`config.mk`:
```
export PLATFORM = sky130hd
export DESIGN_NAME = brt_usb_utmi_tx
export DESIGN_NICKNAME = d
export VERILOG_FILES = /design/src/rtl/brt_usb_utmi_tx.sv
export SDC_FILE = /design/constraint.sdc
export NUM_CORES = 1
export LEC_CHECK = 0
export BUFFER_PORTS_ARGS = -buffer_cell sky130_fd_sc_hd__clkbuf_2
export CELL_PAD_IN_SITES_DETAIL_PLACEMENT = 2
export CELL_PAD_IN_SITES_GLOBAL_PLACEMENT = 2
export CORE_ASPECT_RATIO = 0.8
export CORE_MARGIN = 5
export CORE_UTILIZATION = 30
export DETAILED_ROUTE_END_ITERATION = 6
export GPL_TIMING_DRIVEN = 0
export PLACE_DENSITY_LB_ADDON = 0.1
export SYNTH_ARGS = -nofsm -noshare
export SYNTH_HDL_FRONTEND = slang
export SYNTH_SLANG_ARGS = --single-unit
export TNS_END_PERCENT = 1
```
`constraint.sdc`:
```
create_clock -name clk -period 3.2 [get_ports clk]
set_input_delay 0.16 -clock clk [delete_from_list [all_inputs] [get_ports clk]]
set_output_delay 0.16 -clock clk [all_outputs]
set_load 0.03 [all_outputs]
```
`src/rtl/brt_usb_utmi_tx.sv`:
```
// USB device-side packet transmitter on an 8-bit UTMI TX port (PID, token, data + CRC).
// Optional BRT_USB_TX_ABORT_EN adds a tx_abort input that cuts a packet short.
`timescale 1ns/1ps

module brt_usb_utmi_tx #(
  parameter int MAX_PKT = 1024,
  localparam int LW = $clog2(MAX_PKT + 1)
) (
  input  logic          clk,
  input  logic          rst_n,
  input  logic          tx_start,
  input  logic [1:0]    tx_kind,
  input  logic [3:0]    tx_pid,
  input  logic [6:0]    tx_addr,
  input  logic [3:0]    tx_endp,
  input  logic [7:0]    s_data,
  input  logic          s_valid,
  input  logic          s_last,
  input  logic          s_zlp,
  output logic          s_ready,
`ifdef BRT_USB_TX_ABORT_EN
  input  logic          tx_abort,
`endif
  output logic [7:0]    utmi_data,
  output logic          utmi_txvalid,
  input  logic          utmi_txready,
  output logic          tx_busy,
  output logic          tx_done,
  output logic          tx_err,
  output logic [LW-1:0] tx_len
);

  typedef enum logic [2:0] {
    IDLE, PID, TOK0, TOK1, DATA, CRC_LO, CRC_HI, DONE
  } state_t;

  localparam logic [LW-1:0] LAST = LW'(MAX_PKT - 1);

  state_t        state, state_n;
  logic [1:0]    kind_q;
  logic [3:0]    pid_q;
  logic [6:0]    addr_q;
  logic [3:0]    endp_q;
  logic          zlp_q;
  logic          fin, fin_n;
  logic [15:0]   crc, crc_n;
  logic [LW-1:0] cnt, cnt_n;
  logic          err, err_n;
  logic          txv_n;
  logic [7:0]    data_n;
  logic          start;
  logic          load;
  logic [4:0]    crc5;

  function automatic logic [4:0] crc5_f(input logic [10:0] d);
    logic [4:0] c;
    c = 5'h1f;
    for (int i = 0; i < 11; i++) begin
      if (c[0] ^ d[i]) c = (c >> 1) ^ 5'h14;
      else             c = c >> 1;
    end
    return ~c;
  endfunction

  function automatic logic [15:0] crc16_f(
    input logic [15:0] c_in,
    input logic [7:0]  d
  );
    logic [15:0] c;
    c = c_in;
    for (int i = 0; i < 8; i++) begin
      if (c[0] ^ d[i]) c = (c >> 1) ^ 16'ha001;
      else             c = c >> 1;
    end
    return c;
  endfunction

  assign start = (state == IDLE) && tx_start
              && (tx_kind != 2'd3);
  assign load  = !utmi_txvalid || utmi_txready;
  assign crc5  = crc5_f({endp_q, addr_q});

  assign tx_busy = (state != IDLE);
  assign tx_done = (state == DONE);
  assign tx_err  = err;
  assign tx_len  = cnt;

  always_comb begin
    state_n = state;
    txv_n   = utmi_txvalid;
    data_n  = utmi_data;
    crc_n   = crc;
    cnt_n   = cnt;
    err_n   = err;
    fin_n   = fin;
    s_ready = 1'b0;
    // fin: the final byte sits in the output register awaiting TxReady
    if (fin) begin
      if (utmi_txready) begin
        state_n = DONE;
        txv_n   = 1'b0;
        fin_n   = 1'b0;
      end
    end else begin
      unique case (state)
        IDLE: begin
          if (start) begin
            state_n = PID;
            crc_n   = 16'hffff;
            cnt_n   = '0;
            err_n   = 1'b0;
            fin_n   = 1'b0;
          end
        end
        PID: begin
          if (load) begin
            data_n = {~pid_q, pid_q};
            txv_n  = 1'b1;
            unique case (1'b1)
              (kind_q == 2'd0): fin_n   = 1'b1;
              (kind_q == 2'd1): state_n = TOK0;
              default:          state_n = zlp_q ? CRC_LO : DATA;
            endcase
          end
        end
        TOK0: begin
          if (load) begin
            data_n  = {endp_q[0], addr_q};
            txv_n   = 1'b1;
            state_n = TOK1;
          end
        end
        TOK1: begin
          if (load) begin
            data_n = {crc5, endp_q[3:1]};
            txv_n  = 1'b1;
            fin_n  = 1'b1;
          end
        end
        DATA: begin
          s_ready = load;
          if (load) begin
            if (s_valid) begin
              data_n = s_data;
              txv_n  = 1'b1;
              crc_n  = crc16_f(crc, s_data);
              cnt_n  = cnt + LW'(1);
              if (s_last) begin
                state_n = CRC_LO;
              end else if (cnt == LAST) begin
                err_n   = 1'b1;
                state_n = CRC_LO;
              end
            end else begin
              txv_n = 1'b0;
            end
          end
        end
        CRC_LO: begin
          if (load) begin
            data_n  = ~crc[7:0];
            txv_n   = 1'b1;
            state_n = CRC_HI;
          end
        end
        CRC_HI: begin
          if (load) begin
            data_n = ~crc[15:8];
            txv_n  = 1'b1;
            fin_n  = 1'b1;
          end
        end
        DONE: begin
          state_n = IDLE;
          txv_n   = 1'b0;
        end
      endcase
    end
`ifdef BRT_USB_TX_ABORT_EN
    if (tx_abort && state != IDLE && state != DONE) begin
      state_n = DONE;
      txv_n   = 1'b0;
      fin_n   = 1'b0;
      err_n   = 1'b1;
      s_ready = 1'b0;
    end
`endif
  end

  always_ff @(posedge clk) begin
    if (!rst_n) begin
      state        <= IDLE;
      utmi_txvalid <= 1'b0;
      utmi_data    <= '0;
      crc          <= '0;
      cnt          <= '0;
      err          <= 1'b0;
      fin          <= 1'b0;
      kind_q       <= '0;
      pid_q        <= '0;
      addr_q       <= '0;
      endp_q       <= '0;
      zlp_q        <= 1'b0;
    end else begin
      state        <= state_n;
      utmi_txvalid <= txv_n;
      utmi_data    <= data_n;
      crc          <= crc_n;
      cnt          <= cnt_n;
      err          <= err_n;
      fin          <= fin_n;
      if (start) begin
        kind_q <= tx_kind;
        pid_q  <= tx_pid;
        addr_q <= tx_addr;
        endp_q <= tx_endp;
        zlp_q  <= s_zlp;
      end
    end
  end

endmodule
```
==> impl_results.md, run 1 <==
- Status: finished clean
- Initial Utilization: a little under a third
- Final setup viols: 0
- Cell Chain, Critical Path: nor2_1, nand2_1, nor3_1, clkbuf_2
- Worst-skew pair later-pin latency: roughly 0.33 ns
- Mapped Avg Cell Area: between 8 and 9 sq um
- Post-Syn Area: 3370 sq um
- Cts repair resizes: 0
- I/O Pins: 56
- Worst slew pin tran: 0.789 ns
- Top post-synthesis cells by area: dfxtp_1 35%, xnor2_1 8.8%, nand2_1 5.7%, o221a_2 4.7%, a21oi_1 4.6%
- Final-report hold violation count: 0
- Largest net degree at the start of global routing: 11
- Share of synthesized registers carrying an async set or reset: 0%
- Ys flop type: dfxtp_1
- DIE AREA: around 13,000 sq um
- Total Wirelength: between 10 and 15 mm
- Unrepaired setup endpoints after global routing: false
- Setup TNS: 0 ns
- Hold Crit Class: in -> reg
- Maximum Capacitance Violations: 0
- Number of flops mapped to enable cells by yosys: 0
- Share of Yosys cell area claimed by the top area cell type: 35.0%
- Post-CTS Hold Buffers: 0
- Lkg Pwr: ~1.5 nW
- Worst setup margin: 0.892 ns
- Pre-CTS setup slack: roughly 0.9 ns
- Vias/cell: 5.36
- Total grt overflow: 0
- Clock Tree Buf Depth: 2
- Initial antenna violation count: 0
- Utilization after layout: a little under two fifths
- Routed vias: 3,273
- Clk root buf: clkbuf_16
- Yosys warnings: 0
- Kind of critical path: reg -> out
- Synth unique cells: between 50 and 60
- Remaining DRCs: 0
- Critical path required time: slightly above 3 ns
- Layout cells sized above 1: about 22%
- Slew headroom: 47.0%
- Critical path's slowest cell: nor3_1
- Total core area: about 11,000 sq um
- Worst VDD drop: 0.000343 V
- Hold_ws: around 0.046 ns
- Minimum clock period: approximately 2.3 ns
- Setup bufs post-CTS: 0
- Reg-to-reg startpoint: state[1]
- Pwr dens: ~1000 nW/um^2
- Clock Skew: roughly 0.0077 ns
- GP Congestion: between 0.8 and 0.9
- CP endpoint kind: output port
- Post-route ant nets: 0
- Clk pin slew, worst setup/hold paths: 0.06 ns
- Clock sink count: between 50 and 60
- Rows: 34
- Wire per inst: 20.3 um
- Crit start category: flop
- First-pass iteration count of the detailed router: 4
- Hpwl dp: 9.65 mm
- Height of the die: 105 um
- Sequential fraction of the synthesis area: a little over a third
- # diodes: 0
- Area growth syn-to-layout: 22.3%
- Crit path DAT: 2.15 ns
- Largest area contributor in the netlist: dfxtp_1
- Worst setup path start: state[1]
- Final period util: between 70% and 80%
- Port Buffers: 54
- WP buf/inv: 1
- Fmax: about 430 MHz
- CTS Buf Count: 9
- CP Max Fanout: 8
- Crit path max-delay family: simple AND/OR/NAND/NOR gates
- Cell count after synthesis: approximately 400
- Hold Startpoint: tx_addr[6]
- Synthesized Nets: roughly 430
- Crit path largest cell delay: about 0.48 ns
- CTS tree: built
- FF+latch count, synth: 59
- DR iter-0 viols: about 150
- Vias in the first global route: around 3,600
- Layout fillers: about 1,300
- Final Max Slew Viols: 0
- H-tree depth: 3
- Die W: 129 um
- Final Net Count: 497
- Total Routing Usage GR: between 10% and 20%
- First-pass GRT wire length: around 20 mm
==> power breakdown <==
| part | switching [W] | internal (W) | leakage [nW] | total (W) |
|---|---|---|---|---|
| sequential | 0.000223 | 0.000931 | 0.483 | 0.00115 |
| combinational | 0.00124 | 0.000850 | 0.889 | 0.00208 |
| clock | 0.000335 | 0.000655 | 0.151 | 0.000991 |
==> logic make-up (layout without fill, tap and decap cells) <==
| logic type | after synthesis | after routing | synth area share, % |
|---|---|---|---|
| flip-flops | 59 | 59 | 35.0 |
| AO/OA/AOI/OAI | 116 | 116 | 23.7 |
| multiplexers | 4 | 4 | 1.22 |
| XOR/XNOR | 47 | 47 | 14.1 |
| buffers and inverters | 32 | 100 | 4.04 |
| adder cells (fa/ha/maj) | 1 | 1 | 0.371 |
| AND/OR/NAND/NOR | 140 | 140 | 21.5 |
==> cell type report <==
class                           instances  area [sq um]  area share, %
Timing Repair Buffer                   54           270           6.55
Clock buffer                           12           267           6.46
Buffer                                 24           106           2.58
Clock inverter                          2          35.0          0.849
Multi-Input combinational cell        308          2060           49.8
Sequential cell                        59          1180           28.6
Tap cell                              144           180           4.37
Inverter                                8          30.0          0.728
==> synthesized netlist by cell type, types with 6 or more instances <==
library cell	count
a31oi_1	6
buf_2	7
clkbuf_1	13
nand3_1	7
o22ai_1	7
a211oi_1	8
nor2_1	28
o221a_2	14
dfxtp_1	59
o21ai_0	21
xor2_1	8
nor2b_1	10
nand2b_1	9
nand2_1	51
a21oi_1	31
xnor2_1	34
inv_1	7
==> worst register-to-register path, delay by kind of cell, from the launching register on <==
| family | cells | cell delay (ns) |
|---|---|---|
| and+or+nand+nor | 3 | 0.81 |
| AOI/OAI and AO/OA | 2 | 0.60 |
| DFF | 1 | 0.39 |
| buffers and inverters | 1 | 0.39 |
==> metal layers <==
layer,vias to the layer above,track usage [%],share of wire (%)
met2,66,29.3,44
met1,1622,26.9,49
met4,0,5.32,1.8
met3,13,4.33,5.0
li1,1572,-,-
met5,-,0,0
==> layout by cell type, fill, tap and decap left out, types with 4 or more instances in the layout <==
cell	n
dfxtp_1	59
clkbuf_2	54
nand2_1	51
xnor2_1	34
a21oi_1	31
nor2_1	28
o21ai_0	21
o221a_2	14
clkbuf_1	13
nor2b_1	10
nand2b_1	9
clkbuf_16	9
a211oi_1	8
xor2_1	8
inv_1	7
buf_2	7
nand3_1	7
o22ai_1	7
a31oi_1	6
nor3_1	5
nor4_2	5
nor4_1	5
a311oi_1	4
==> state kept, by name, summed over array words and instances, names as in the netlist, 2 cells and up <==
register,flops
crc,16
tx_len,11
state,3
endp_q,4
addr_q,7
utmi_data,8
pid_q,4
kind_q,2
==> metrics by stage <==
stage	std cells	instance area, sq um	total power [W]
3_3_place_gp	597	3820	0.00320
3_5_place_dp	597	3820	0.00324
6_report	611	4130	0.00423
4_1_cts	611	4130	0.00427
2_1_floorplan	399	3370	0.00264
5_1_grt	611	4130	0.00450
==> worst paths after layout <==
path	to	cells after the start	slack [ns]
setup / recovery	s_ready	4	0.89
hold / removal	addr_q[6]	3	0.05
setup reg to reg	pid_q[0]	6	0.93
hold reg to reg	tx_err	2	0.48
Power figures use the tool's default switching activity.
==> run 2: changes to the inputs <==
- clock period: 3.2 -> 2.3 ns (I/O delays scaled with it)
==> run 2 against run 1 <==
- worst hold slack lost 0.038 ns
- sequential power up 40%
- clock power grew 39%
- via count up 0.95%
- critical path depth grew 2
- count of clock-buffer cells in the layout stayed put
- clock skew fell by 0.00057 ns
- design area is 1.7% higher
- sequential cell count is the same
- die area unchanged
==> impl_results.md, run 2 (same netlist as run 1, synthesis figures left out) <==
- First-pass GRT wire length: 20.2 mm (+0.41%)
- Met1 Wirelength: 6.05 mm (-1.2%)
- Max FFs per register: 16 (unchanged)
- Worst VDD drop: 0.000480 V (+40%)
- DIE AREA: 13,500 sq um (unchanged)
- Final Net Count: 500 (+0.60%)
- Final period util: 93.0%
- Clock Tree Buf Depth: 2 (unchanged)
- Max Used Layer: met4
- Placed instance area: 3820 sq um (unchanged)
- # diodes: 0 (unchanged)
- Most frequent cells in the layout: 59 x dfxtp_1, 55 x clkbuf_2, 51 x nand2_1
- Layout cells sized above 1: 23.4% (+1.1 points)
- Reg-to-reg startpoint: state[1]
- Crit start category: flop
- CP endpoint kind: flop
- Vias in the first global route: 3,584 (+0.70%)
- Slew headroom: 58.5% (+11 points)
- Hold endpoint: pid_q[2]
- Hold Startpoint: tx_pid[2]
- Routed vias: 3,304 (+0.95%)
- Worst Hold Depth: 3 (unchanged)
- Rows: 34 (unchanged)
- Lkg Pwr: 1.55 nW (+1.6%)
- First-pass iteration count of the detailed router: 4 (unchanged)
- Met3 WL post-DR: 742 um (+19%)
- Post-route ant nets: 0 (unchanged)
- Worst-skew pair later-pin latency: 0.33 ns (about the same)
- Layout fillers: 1,254 (-0.48%)
- Fin area: 4200 sq um (+1.7%)
- CP Max Fanout: 10 (+2)
- Total grt overflow: 0 (unchanged)
- Utilization after layout: 38.4% (+0.64 points)
- Area growth syn-to-layout: 24.4%
- Clk root buf: clkbuf_16
- Pwr dens: 1410 nW/um^2 (+38%)
- Wire per inst: 20.3 um (about the same)
- Seq. cell area: 1180 sq um (unchanged)
- Clock sink count: 59 (unchanged)
- Largest net degree at the start of global routing: 11 (unchanged)
- Height of the die: 105 um (unchanged)
- DR iter-0 viols: 191 (+29%)
- Clk pin slew, worst setup/hold paths: 0.05 ns (about the same)
- Worst slew pin tran: 0.622 ns (-0.167 ns)
- Maximum Capacitance Violations: 0 (unchanged)
- Total Wirelength: 12.5 mm (+0.42%)
- Port Buffers: 54 (unchanged)
- I/O Pins: 56 (unchanged)
- Critical path required time: 2.56 ns (-0.48 ns)
- H-tree depth: 3 (unchanged)
- Vias/cell: 5.38 (+0.45%)
- Kind of critical path: reg -> reg
- Fmax: approximately 470 MHz
- Minimum clock period: 2.14 ns
- Status: finished clean
- RR Endpoint: pid_q[0]
- Routed wire length on met2: 5.46 mm (+0.11%)
- Final setup viols: 0 (unchanged)
- Crit path DAT: 2.40 ns (+0.25 ns)
- Final Max Slew Viols: 0 (unchanged)
- GP Congestion: 0.838 (unchanged)
- Top reg by flops: crc
- Die W: 129 um (unchanged)
- Remaining DRCs: 0 (unchanged)
- CTS Buf Count: 9 (unchanged)
- Hold Crit Class: in -> reg
- FF-to-FF path depth: 6 (unchanged)
- Initial Utilization: 30.9% (unchanged)
- Final-report hold violation count: 0 (unchanged)
- Hpwl dp: 9.65 mm (unchanged)
- Register-to-Register Setup Slack: 0.16 ns (-0.77 ns)
- CTS tree: built
- Total core area: 10,900 sq um (unchanged)
- Initial antenna violation count: 0 (unchanged)
- Commonest non-fill, non-tap cell in the layout: dfxtp_1
- Multi-input logic area: 2090 sq um (+1.9%)
- Unrepaired setup endpoints after global routing: true
- Clock Skew: 0.00713 ns (-0.000572 ns)
- Total Routing Usage GR: 19.2% (+0.084 points)
-- run 2: cell count changes in the layout (fill, tap and decap cells not counted), sizes merged --
cell         delta
dlygate4sd3     +3
clkbuf          +1
buf             -1
-- run 2: how the worst max path moves through the flow --
stage,endpoint,cells past startpoint,start
2_1_floorplan,state[2],5,utmi_txvalid
3_3_place_gp,pid_q[3],6,state[1]
3_5_place_dp,pid_q[0],6,state[1]
4_1_cts,utmi_data[5],6,state[1]
5_1_grt,pid_q[3],6,state[1]
6_report,pid_q[0],6,state[1]
-- run 2: worst max-delay path: stages, from the launching register on --
cell and delay (ns):
dfxtp_1 0.39, nor2_1 0.46, nand3_1 0.25, a21oi_2 0.33
clkbuf_1 0.37, nand2_1 0.11, a21oi_1 0.13
-- run 2: metrics by stage --
| step | TNS, ns | cells | power, W | worst slack [ns] | hold WS, ns |
|---|---|---|---|---|---|
| after detailed placement | 0 | 597 | 0.00451 | 0.00440 | 0.347 |
| after floorplan | 0 | 399 | 0.00368 | 0.412 | 0.216 |
| after CTS | 0 | 614 | 0.00595 | 0.0301 | 0.00142 |
| after global routing | -0.0688 | 614 | 0.00631 | -0.0292 | 0.00649 |
| final | 0 | 614 | 0.00592 | 0.161 | 0.00856 |
| after global placement | 0 | 597 | 0.00445 | 0.0281 | 0.339 |
-- run 2: metal layers --
| layer | up-vias | global-route usage, % |
|---|---|---|
| li1 | 1575 | - |
| met1 | 1632 | 27.0 |
| met2 | 84 | 29.5 |
| met3 | 13 | 4.33 |
| met4 | 0 | 5.32 |
| met5 | - | 0 |
-- run 2: final cells by class --
cell class / count / share of cell area (%)
sequential: 59 / 28.2
clock inverter: 2 / 0.835
multi-input combinational: 308 / 49.9
inverter: 8 / 0.716
clock buffer: 12 / 6.35
timing repair buffer: 57 / 7.16
buffer: 24 / 2.56
tap: 144 / 4.29
-- run 2: where the power goes --
group | switching, W | total (W) | leakage (nW) | internal, W
logic | 0.00174 | 0.00294 | 0.913 | 0.00120
clock network | 0.000464 | 0.00138 | 0.151 | 0.000912
registers | 0.000310 | 0.00161 | 0.483 | 0.00130
-- run 2: timing repair --
item | 4_1_cts | 5_1_grt
endpoints found under the setup margin | 5 | 16
gates resized for setup | 2 | 6
setup buffers | 0 | 0
hold buffers | 3 | 0
hold endpoints to repair | 3 | 0
